==> src/rtl/key_press_gen.sv <==
// key_press_gen: turns byte-plus-key commands into timed active-low key presses
// and a held num1 switch value, suitable for feeding a two-flop press detector.
module key_press_gen #(
  parameter int SETUP_CYCLES = 2,
  parameter int PRESS_CYCLES = 4,
  parameter int GAP_CYCLES   = 4,
  parameter int CNT_W        = 8
) (
  input  logic       clk,
  input  logic       reset,
  input  logic       cmd_valid,
  output logic       cmd_ready,
  input  logic [1:0] cmd_key,
  input  logic [7:0] cmd_data,
  output logic [7:0] num1,
  output logic       reset_key,
  output logic       write_key,
  output logic       move_key,
  output logic       busy,
  output logic       done
);
  typedef enum logic [1:0] {S_IDLE, S_SETUP, S_PRESS, S_GAP} state_t;

  localparam logic [CNT_W-1:0] SETUP_LOAD = CNT_W'(SETUP_CYCLES - 1);
  localparam logic [CNT_W-1:0] PRESS_LOAD = CNT_W'(PRESS_CYCLES - 1);
  localparam logic [CNT_W-1:0] GAP_LOAD   = CNT_W'(GAP_CYCLES - 1);

  state_t           r_state, w_state_next;
  logic [CNT_W-1:0] r_cnt, w_cnt_next;
  logic [1:0]       r_key;
  logic [7:0]       r_num1;
  logic [2:0]       r_keys_n, w_keys_n_next;  // {move, write, reset}, active low
  logic             r_done, w_done_next;
  logic             w_accept;
  logic             w_cnt_zero;

  assign cmd_ready  = (r_state == S_IDLE) & ~reset;
  assign busy       = (r_state != S_IDLE);
  assign w_accept   = cmd_valid & cmd_ready;
  assign w_cnt_zero = (r_cnt == '0);

  always_ff @(posedge clk) begin
    if (reset) begin
      r_state  <= S_IDLE;
      r_cnt    <= '0;
      r_key    <= 2'd0;
      r_num1   <= 8'h00;
      r_keys_n <= 3'b111;
      r_done   <= 1'b0;
    end else begin
      r_state  <= w_state_next;
      r_cnt    <= w_cnt_next;
      r_keys_n <= w_keys_n_next;
      r_done   <= w_done_next;
      if (w_accept) begin
        r_key  <= cmd_key;
        r_num1 <= cmd_data;
      end
    end
  end

  always_comb begin
    w_state_next = r_state;
    w_cnt_next   = r_cnt;
    case (r_state)
      S_IDLE: begin
        if (w_accept) begin
          w_state_next = S_SETUP;
          w_cnt_next   = SETUP_LOAD;
        end
      end
      S_SETUP: begin
        if (w_cnt_zero) begin
          w_state_next = S_PRESS;
          w_cnt_next   = PRESS_LOAD;
        end else begin
          w_cnt_next = r_cnt - 1'b1;
        end
      end
      S_PRESS: begin
        if (w_cnt_zero) begin
          w_state_next = S_GAP;
          w_cnt_next   = GAP_LOAD;
        end else begin
          w_cnt_next = r_cnt - 1'b1;
        end
      end
      S_GAP: begin
        if (w_cnt_zero) begin
          w_state_next = S_IDLE;
        end else begin
          w_cnt_next = r_cnt - 1'b1;
        end
      end
      default: begin
        w_state_next = S_IDLE;
        w_cnt_next   = '0;
      end
    endcase
  end

  // Keys are computed from the next state so the registered lines are low
  // exactly while the state register holds PRESS.
  always_comb begin
    w_done_next   = (r_state == S_GAP) & w_cnt_zero;
    w_keys_n_next = 3'b111;
    if (w_state_next == S_PRESS) begin
      case (r_key)
        2'd0:    w_keys_n_next = 3'b110;
        2'd1:    w_keys_n_next = 3'b101;
        2'd2:    w_keys_n_next = 3'b011;
        default: w_keys_n_next = 3'b111;
      endcase
    end
  end

  assign num1      = r_num1;
  assign reset_key = r_keys_n[0];
  assign write_key = r_keys_n[1];
  assign move_key  = r_keys_n[2];
  assign done      = r_done;

endmodule

==> config.mk <==
export PLATFORM = sky130hd
export DESIGN_NAME = key_press_gen
export DESIGN_NICKNAME = d
export VERILOG_FILES = /design/src/rtl/key_press_gen.sv
export SDC_FILE = /design/constraint.sdc
export NUM_CORES = 1
export LEC_CHECK = 0
export ABC_AREA = 1
export CAP_MARGIN = 20
export CELL_PAD_IN_SITES_DETAIL_PLACEMENT = 0
export CELL_PAD_IN_SITES_GLOBAL_PLACEMENT = 1
export CORE_UTILIZATION = 35
export DETAILED_ROUTE_END_ITERATION = 8
export GPL_TIMING_DRIVEN = 0
export PLACE_DENSITY_LB_ADDON = 0.08
export SLEW_MARGIN = 20
export SYNTH_ARGS = -nofsm -noshare
export SYNTH_HDL_FRONTEND = slang
export SYNTH_SLANG_ARGS = --single-unit
==> constraint.sdc <==
create_clock -name clk -period 1.81 [get_ports clk]
set_clock_uncertainty 0.1 [all_clocks]
set_input_delay 0.362 -clock clk [delete_from_list [all_inputs] [get_ports clk]]
set_output_delay 0.362 -clock clk [all_outputs]
set_load 0.01 [all_outputs]
== Word-level counts from Yosys, hierarchy flattened ==
Cells that the tools add are included.
Storage, ports and cells
  register bits after elaboration: 24
  bits in latches: 0
  memory bits (writable): 0
  ROM bits: 0
  bits of input ports: 13
  output and inout bits: 14
  logic and storage cells: 37
  memories kept: 0
Cells by class
  add/sub/neg operators: 1
  $mul: 0
  div/mod/pow operators: 0
  order comparisons: 0
  equal/unequal tests: 8
  shift-type cells: 0
  mux-type cells: 10
  bitwise logic cells: 5
  reductions and logical operators: 7
Operators by type and width (count)
  $mux W8: 3
  $pmux W8 S3: 1
  $pmux W3 S3: 1
  $eq A2 B2 Y1 const B: 4
  $logic_not A8 Y1: 1
  $mux W2: 4
  $pmux W2 S4: 1
  $sub A8 B1 Y8 const B: 1
  $eq A2 B1 Y1 const B: 2
  $logic_not A2 Y1: 2
  $ne A2 B2 Y1 const B: 2
  $reduce_or A2 Y1: 2
  $and A1 B1 Y1: 3
  $not A1 Y1: 2
  $reduce_and A2 Y1: 1
  $reduce_bool A2 Y1: 1

== Longest topological paths before layout ==
Gate-level depths: netlist of run 1.
  depth in word-level cells: 8
  gate-level depth with buffers: 12

== Worst setup path before layout of run 1 ==
OpenSTA, ideal clock, no wires.
  path type: register to register
  from: reg r_state[1]
  to: reg r_cnt[7]
  setup time: 0.072 ns
  arrival: 1.487 ns
  path slack: 0.151 ns
  cell stages (with the launch flop): 12
  buffers on the path: 0
  period minus slack after synthesis: 1.659 ns
  path through: dfxtp_1 inv_1 ha_1 inv_2 nor2_2 nand2_4 inv_4 o21ai_4 inv_4 nand2_4 nand2_4 nor3b_2
On the way
  word-level cells in the longest chain between the ends: 5
  elaborated cells between the ends (all ways): 11
  classes of those cells: eq/ne: 5; mux: 1; bitwise: 2; reduce/logical: 3
RTL lines
  start: declaration: line 28  | state_t r_state, w_state_next;
  start signal: assignment: line 51  | r_state <= w_state_next;
  $logic_not A2 Y1: line 37  | assign cmd_ready = (r_state == S_IDLE) & ~reset;
  $and A1 B1 Y1: line 37
  net cmd_ready: line 12  | output logic cmd_ready,
  $and A1 B1 Y1: line 39  | assign w_accept = cmd_valid & cmd_ready;
  $ne A2 B2 Y1 (no source line)
  $reduce_and A2 Y1 (no source line)
  end signal: assignment: line 52  | r_cnt <= w_cnt_next;
  end: declaration: line 29  | logic [CNT_W-1:0] r_cnt, w_cnt_next;
The timed path passes the listed nets, and every way through them passes these cells.
A chain may end at the register's enable or synchronous reset.

== Final worst setup path of run 1 ==
  from: reg r_state[0]
  to: reg r_cnt[7]
On the way
  word-level cells in the longest chain between the ends: 5
  elaborated cells between the ends (all ways): 11
  classes of those cells: eq/ne: 5; mux: 1; bitwise: 2; reduce/logical: 3
RTL lines (line)
  $logic_not A2 Y1: 37, 65
  $and A1 B1 Y1: 37
  $and A1 B1 Y1: 39
  $ne A2 B2 Y1 (no source line)
  $reduce_and A2 Y1 (no source line)
Several ways; a longest one is shown, not always the timed one.

==> run_results.csv, run 1 <==
group,metric,value,unit
place,dp_hpwl,1.969,mm
final_layout,area_growth,35.62,%
global_route,grt_overflow,0,
global_route,grt_max_degree,14,
global_route,grt_pass1_vias,1047,
final_layout,utilization,51.32,%
sta,max-slew-margin-rel,70.69,%
route,route.detailed.drc,0,
place,globalplace.congestion,0.7731,
yosys,synth_common_cells,"nand2_1, dfxtp_1, inv_1",
setup_path,worstSetupEndpointType,"flop",
power,power,2.222,mW
floorplan,start_util,37.84,%
yosys,ys_types,21,
place,numPortBuffers,26,
yosys,ys_ff_latch,24,
yosys,synth_most_common_cell,"nand2_1",
yosys,yosysSeqAreaShare,40.59,%
clock_tree,path_clk_slew,0.14,ns
sta,post-route-period-util,94.44,%
yosys,synth_edf_count,0,
yosys,synth_area,1184,um2
final_layout,drive_gt1_share,16.49,%
yosys,synth-async-reset-ratio,0,%
sta,maxSlewViolCount,0,
yosys,synthFlopType,"dfxtp_1",
status,status,"finished clean",
floorplan,core.rowCount,20,
sta,clock.fmax,585.0,MHz
clock_tree,clock-sinks,24,
setup_path,crit_required,1.96,ns
clock_tree,htreeDepth,1,
floorplan,core,3128,um2
clock_tree,cts_tree,"built",
power,p_leak,0.6971,nW
sta,fin_crit,1.709,ns
sta,tns,0,ns
job,max-cap-violations,0,
sta,setup_viol,0,
yosys,synth_area_leaders,"dfxtp_1, nand2_1, ha_1",
sta,rsz0062_at_grt,"false",
clock_tree,worstSkewPairLatency,0.31,ns
route,firstDrtPassIters,4,
clock_tree,root_buffer,"clkbuf_4",
clock_tree,cts_hold_buf,0,
yosys,syn_inst,159,
power,ir_drop,538.5,uV
floorplan,io_pins,27,
worst_hold_path,hp-class,"reg2reg",
final_layout,antenna_cells,0,
floorplan,dieArea,3619,um2
yosys,syn_area_per_cell,7.444,um2
power,powerDensity,1384,nW/um2
sta,fin_hold_ws,0.3727,ns
route,via_count,1113,
clock_tree,cts_buffer_depth,2,
clock_tree,numCtsBuffers,3,
global_route,antenna_found_initial,0,
setup_path,path_class,"reg2reg",
setup_path,worstSetupStartpointType,"flop",
route,dr.first_iter.drc_count,59,
sta,worst_pin_slew,0.4397,ns
route,postRouteAntennaNets,0,
yosys,synth_top_area_share,40.59,%
global_route,grt_pass1_wl,4.381,mm
final_layout,final_nets,215,
yosys,yosysWarnings,0,
yosys,synth_top_area_cell,"dfxtp_1",
route,wire_per_inst,11.16,um
route,via_per_inst,4.676,
setup_path,arrival,1.86,ns
route,finalWirelength,2.657,mm
global_route,grtUsageTotal,16.05,%
setup_path,crit_fanout,9,
yosys,synth_nets,179,
floorplan,die_w,60.16,um
sta,hold_viol,0,
floorplan,fp.dieH,60.16,um
-- state kept, by name, summed over array words and instances (netlist names) --
signal	flops
r_state	2
r_cnt	8
r_key	2
num1	8
done	1
r_keys_n	3
-- placed cells by master, fill, tap and decap left out --
cell,n
inv_6,1
nand2_4,3
nor3_1,2
clkdlybuf4s15_1,1
clkbuf_8,1
dfxtp_1,21
nand2_2,4
a31oi_1,1
a21oi_1,11
nor2_2,1
nor3b_2,1
buf_4,4
nor2_4,2
inv_2,3
ha_4,1
dfxtp_2,2
inv_4,2
buf_6,1
ha_1,6
nand2_1,31
clkbuf_4,3
nand3_1,14
nand4_1,4
clkbuf_1,2
o21ai_4,1
inv_1,16
buf_2,1
o211ai_1,1
nor2_1,13
clkdlybuf4s50_1,24
o21ai_0,15
dfxtp_4,1
-- layer usage --
metal	vias to the layer above	global-route usage, %	wire length (um)
met3	2	2.381	64
met4	0	5.980	20
met5	-	0	0
met2	14	25.75	1260
met1	513	21.55	1311
li1	584	-	-
-- logic make-up after synthesis --
family	Yosys count	synth area share [%]
adder cells (fa/ha/maj)	7	7.399
AO/OA/AOI/OAI	29	13.53
AND/OR/NAND/NOR	75	30.44
buffers and inverters	24	8.034
flip-flops	24	40.59
-- final timing paths --
| check | start | endpoint | slack (ns) | cells after the start |
|---|---|---|---|---|
| min | num1[3]$_SDFFE_PP0P_ | num1[3]$_SDFFE_PP0P_ | 0.37 | 2 |
| max reg2reg | r_state[0]$_SDFF_PP0_ | r_cnt[7]$_SDFFE_PP0P_ | 0.10 | 11 |
| min reg2reg | num1[3]$_SDFFE_PP0P_ | num1[3]$_SDFFE_PP0P_ | 0.37 | 2 |
| max | r_state[0]$_SDFF_PP0_ | r_cnt[7]$_SDFFE_PP0P_ | 0.10 | 11 |
-- critical path, stage by stage (launching register included) --
cell,delay (ns)
dfxtp_2,0.38
inv_2,0.07
ha_4,0.17
inv_4,0.07
nor2_4,0.04
nand2_4,0.11
inv_6,0.06
o21ai_4,0.24
inv_4,0.09
nand2_4,0.08
nand2_4,0.06
nor3b_2,0.17
-- area by class of cell --
cell class	instances	area, um2
fill	315	1523
multi-input combinational	111	630.6
sequential	24	486.7
timing repair buffer	31	296.5
inverter	22	92.59
tap	44	55.05
clock buffer	4	36.28
buffer	2	7.507
-- stage by stage --
stage	worst slack [ns]	cell area, um2	cells
6_report	0.1006	1605	238
3_3_place_gp	-0.2827	1499	229
2_1_floorplan	0.1505	1184	159
5_1_grt	0.02006	1605	238
4_1_cts	0.01640	1548	234
3_5_place_dp	-0.2917	1499	229
-- report_power, final --
| group | internal (mW) | total (mW) | switching, mW |
|---|---|---|---|
| Combinational | 0.478 | 1.19 | 0.711 |
| Sequential | 0.646 | 0.743 | 0.0969 |
| Clock | 0.123 | 0.290 | 0.167 |
| Total | 1.25 | 2.22 | 0.975 |
-- repair_timing --
action | in CTS | in global routing
setup endpoints to repair | 10 | 12
pin swaps | 0 | 5
endpoints found under the hold margin | 0 | 0
setup buffers | 1 | 4
resized for setup | 12 | 9
Note: power is estimated with default switching activity, not from simulation.
==> run 2: changes to the inputs <==
--- a/config.mk
+++ b/config.mk
@@ -13,7 +13,6 @@
 export DETAILED_ROUTE_END_ITERATION = 8
 export GPL_TIMING_DRIVEN = 0
 export PLACE_DENSITY_LB_ADDON = 0.08
-export SLEW_MARGIN = 20
 export SYNTH_ARGS = -nofsm -noshare
 export SYNTH_HDL_FRONTEND = slang
 export SYNTH_SLANG_ARGS = --single-unit
==> results of run 2 <==
The final DEF is identical to that of run 1; final timing and power are the same.
==> run 3: changes to the inputs <==
--- a/config.mk
+++ b/config.mk
@@ -7,12 +7,11 @@
 export LEC_CHECK = 0
 export ABC_AREA = 1
 export CAP_MARGIN = 20
-export CELL_PAD_IN_SITES_DETAIL_PLACEMENT = 0
-export CELL_PAD_IN_SITES_GLOBAL_PLACEMENT = 1
-export CORE_UTILIZATION = 35
+export CORE_UTILIZATION = 49
 export DETAILED_ROUTE_END_ITERATION = 8
 export GPL_TIMING_DRIVEN = 0
 export PLACE_DENSITY_LB_ADDON = 0.08
+export SLEW_MARGIN = 20
 export SYNTH_ARGS = -nofsm -noshare
 export SYNTH_HDL_FRONTEND = slang
 export SYNTH_SLANG_ARGS = --single-unit
==> run_results.csv, run 3 (synthesis gave the netlist of run 1 again) <==
group,metric,value,unit
route,finalWirelength,2.748,mm
setup_path,crit_top_cell,"nand2_4",
sta,worst_pin_slew,0.4188,ns
global_route,grt_pass1_vias,1039,
setup_path,worstSetupEndpointType,"flop",
global_route,grt_overflow,0,
final_layout,drive_gt1_share,18.27,%
sta,post-route-period-util,96.55,%
place,globalplace.congestion,0.8091,
setup_path,crit_family,"simple AND/OR/NAND/NOR gates",
floorplan,core.rowCount,17,
floorplan,start_util,52.50,%
final_layout,area_growth,38.06,%
setup_path,worst-path-buf-inv,4,
setup_path,arrival,1.91,ns
clock_tree,root_buffer,"clkbuf_4",
final_layout,final_nets,218,
global_route,grt_busiest_layer,"met2",
clock_tree,cts_buffer_depth,2,
route,via_per_inst,5.071,
place,dp_hpwl,2.044,mm
sta,max-slew-margin-rel,72.08,%
floorplan,dieArea,2616,um2
final_layout,layout_common_cells,"nand2_1, clkdlybuf4s50_1, dfxtp_1",
job,max-cap-violations,0,
sta,maxSlewViolCount,0,
place,place_area,1479,um2
clock_tree,cts_hold_buf,0,
global_route,use_met3,3.571,%
final_layout,layout_commonest_cell,"nand2_1",
clock_tree,clock-sinks,24,
sta,setup_slack,0.06241,ns
global_route,grt_max_degree,15,
floorplan,core,2255,um2
power,ir_drop,968.0,uV
sta,clock.fmax,572.2,MHz
clock_tree,path_clk_slew,0.14,ns
floorplan,die_w,51.15,um
global_route,grtUsageMet2,42.32,%
setup_path,worstSetupStartpointType,"flop",
route,wire_per_inst,12.21,um
setup_path,crit_required,1.97,ns
route,via_count,1141,
final_layout,antenna_cells,0,
global_route,grt_pass1_wl,4.264,mm
clock_tree,cts_tree,"built",
final_layout,fin_area,1634,um2
setup_path,cp_slowest_cell,"dfxtp_2",
clock_tree,htreeDepth,1,
route,route.detailed.drc,0,
floorplan,fp.dieH,51.15,um
setup_path,path_class,"reg2reg",
clock_tree,numCtsBuffers,3,
route,dr.first_iter.drc_count,17,
sta,fin_hold_ws,0.3753,ns
power,powerDensity,1465,nW/um2
floorplan,io_pins,27,
sta,setup_viol,0,
power,p_leak,0.7217,nW
place,pre_cts_slack,-0.2682,ns
setup_path,cpPeakStageDelay,0.38,ns
setup_path,crit_fanout,9,
global_route,grtUsageTotal,21.73,%
clock_tree,worstSkewPairLatency,0.32,ns
place,numPortBuffers,26,
status,status,"finished clean",
setup_path,crit_chain,"inv_2 -> ha_4 -> inv_2 -> nor2_4 -> nand2_4 -> inv_8 -> o21ai_4 -> inv_4 -> nand2_4 -> nand2_4 -> nor3b_2",
global_route,antenna_found_initial,0,
sta,hold_viol,0,
global_route,use_met1,23.77,%
route,postRouteAntennaNets,0,
sta,fin_crit,1.748,ns
route,firstDrtPassIters,6,
worst_hold_path,hp-class,"reg2reg",
==> run 3: area by class of cell <==
| cell class | count | area (um2) |
|---|---|---|
| multi-input cells | 111 | 633.1 |
| fillers | 192 | 620.6 |
| flip-flops and latches | 24 | 486.7 |
| repair buffers | 34 | 324.1 |
| inverters | 22 | 95.09 |
| well taps | 28 | 35.03 |
| clock inverters | 1 | 30.03 |
| clock buffers | 3 | 22.52 |
| plain buffers | 2 | 7.507 |
==> run 3: where the power goes <==
| group | switching [mW] | internal, mW | total (mW) | leakage [nW] |
|---|---|---|---|---|
| Sequential | 0.0961 | 0.646 | 0.742 | 0.198 |
| Clock | 0.169 | 0.224 | 0.393 | 0.0279 |
| Combinational | 0.737 | 0.521 | 1.26 | 0.496 |
| Total | 1.00 | 1.39 | 2.39 | 0.722 |
==> run 3: repair_timing <==
action	in CTS	in global routing
setup endpoints to repair	10	12
gates cloned	0	0
pin swaps	0	6
resized for setup	13	12
setup buffers	1	7
==> run 3: through the flow <==
step | power [mW] | utilization, % | cells | TNS [ns]
after floorplan | 1.500 | - | 159 | 0
after global placement | 1.765 | 65.59 | 213 | -1.903
after detailed placement | 1.824 | 65.59 | 213 | -2.316
after CTS | 2.237 | 68.54 | 218 | 0
after global routing | 2.564 | 72.48 | 225 | -0.03275
final | 2.394 | 72.48 | 225 | 0
==> run 3: worst min-delay path: stages (launching register included) <==
cell and delay, ns:
dfxtp_1 0.34, nand3_1 0.07, nand2_1 0.04
==> run 3: worst paths after layout <==
| path | from | slack [ns] | cells past startpoint | to |
|---|---|---|---|---|
| worst min-delay path | num1[5]$_SDFFE_PP0P_ | 0.38 | 2 | num1[5]$_SDFFE_PP0P_ |
| worst max-delay path | r_state[0]$_SDFF_PP0_ | 0.06 | 11 | r_cnt[7]$_SDFFE_PP0P_ |
| worst min register to register | num1[5]$_SDFFE_PP0P_ | 0.38 | 2 | num1[5]$_SDFFE_PP0P_ |
| worst max register to register | r_state[0]$_SDFF_PP0_ | 0.06 | 11 | r_cnt[7]$_SDFFE_PP0P_ |
==> run 3: routing by layer <==
layer	vias to the layer above	wire length, um
li1	594	-
met1	521	1210
met2	26	1460
met3	0	77
met4	0	0
met5	-	0
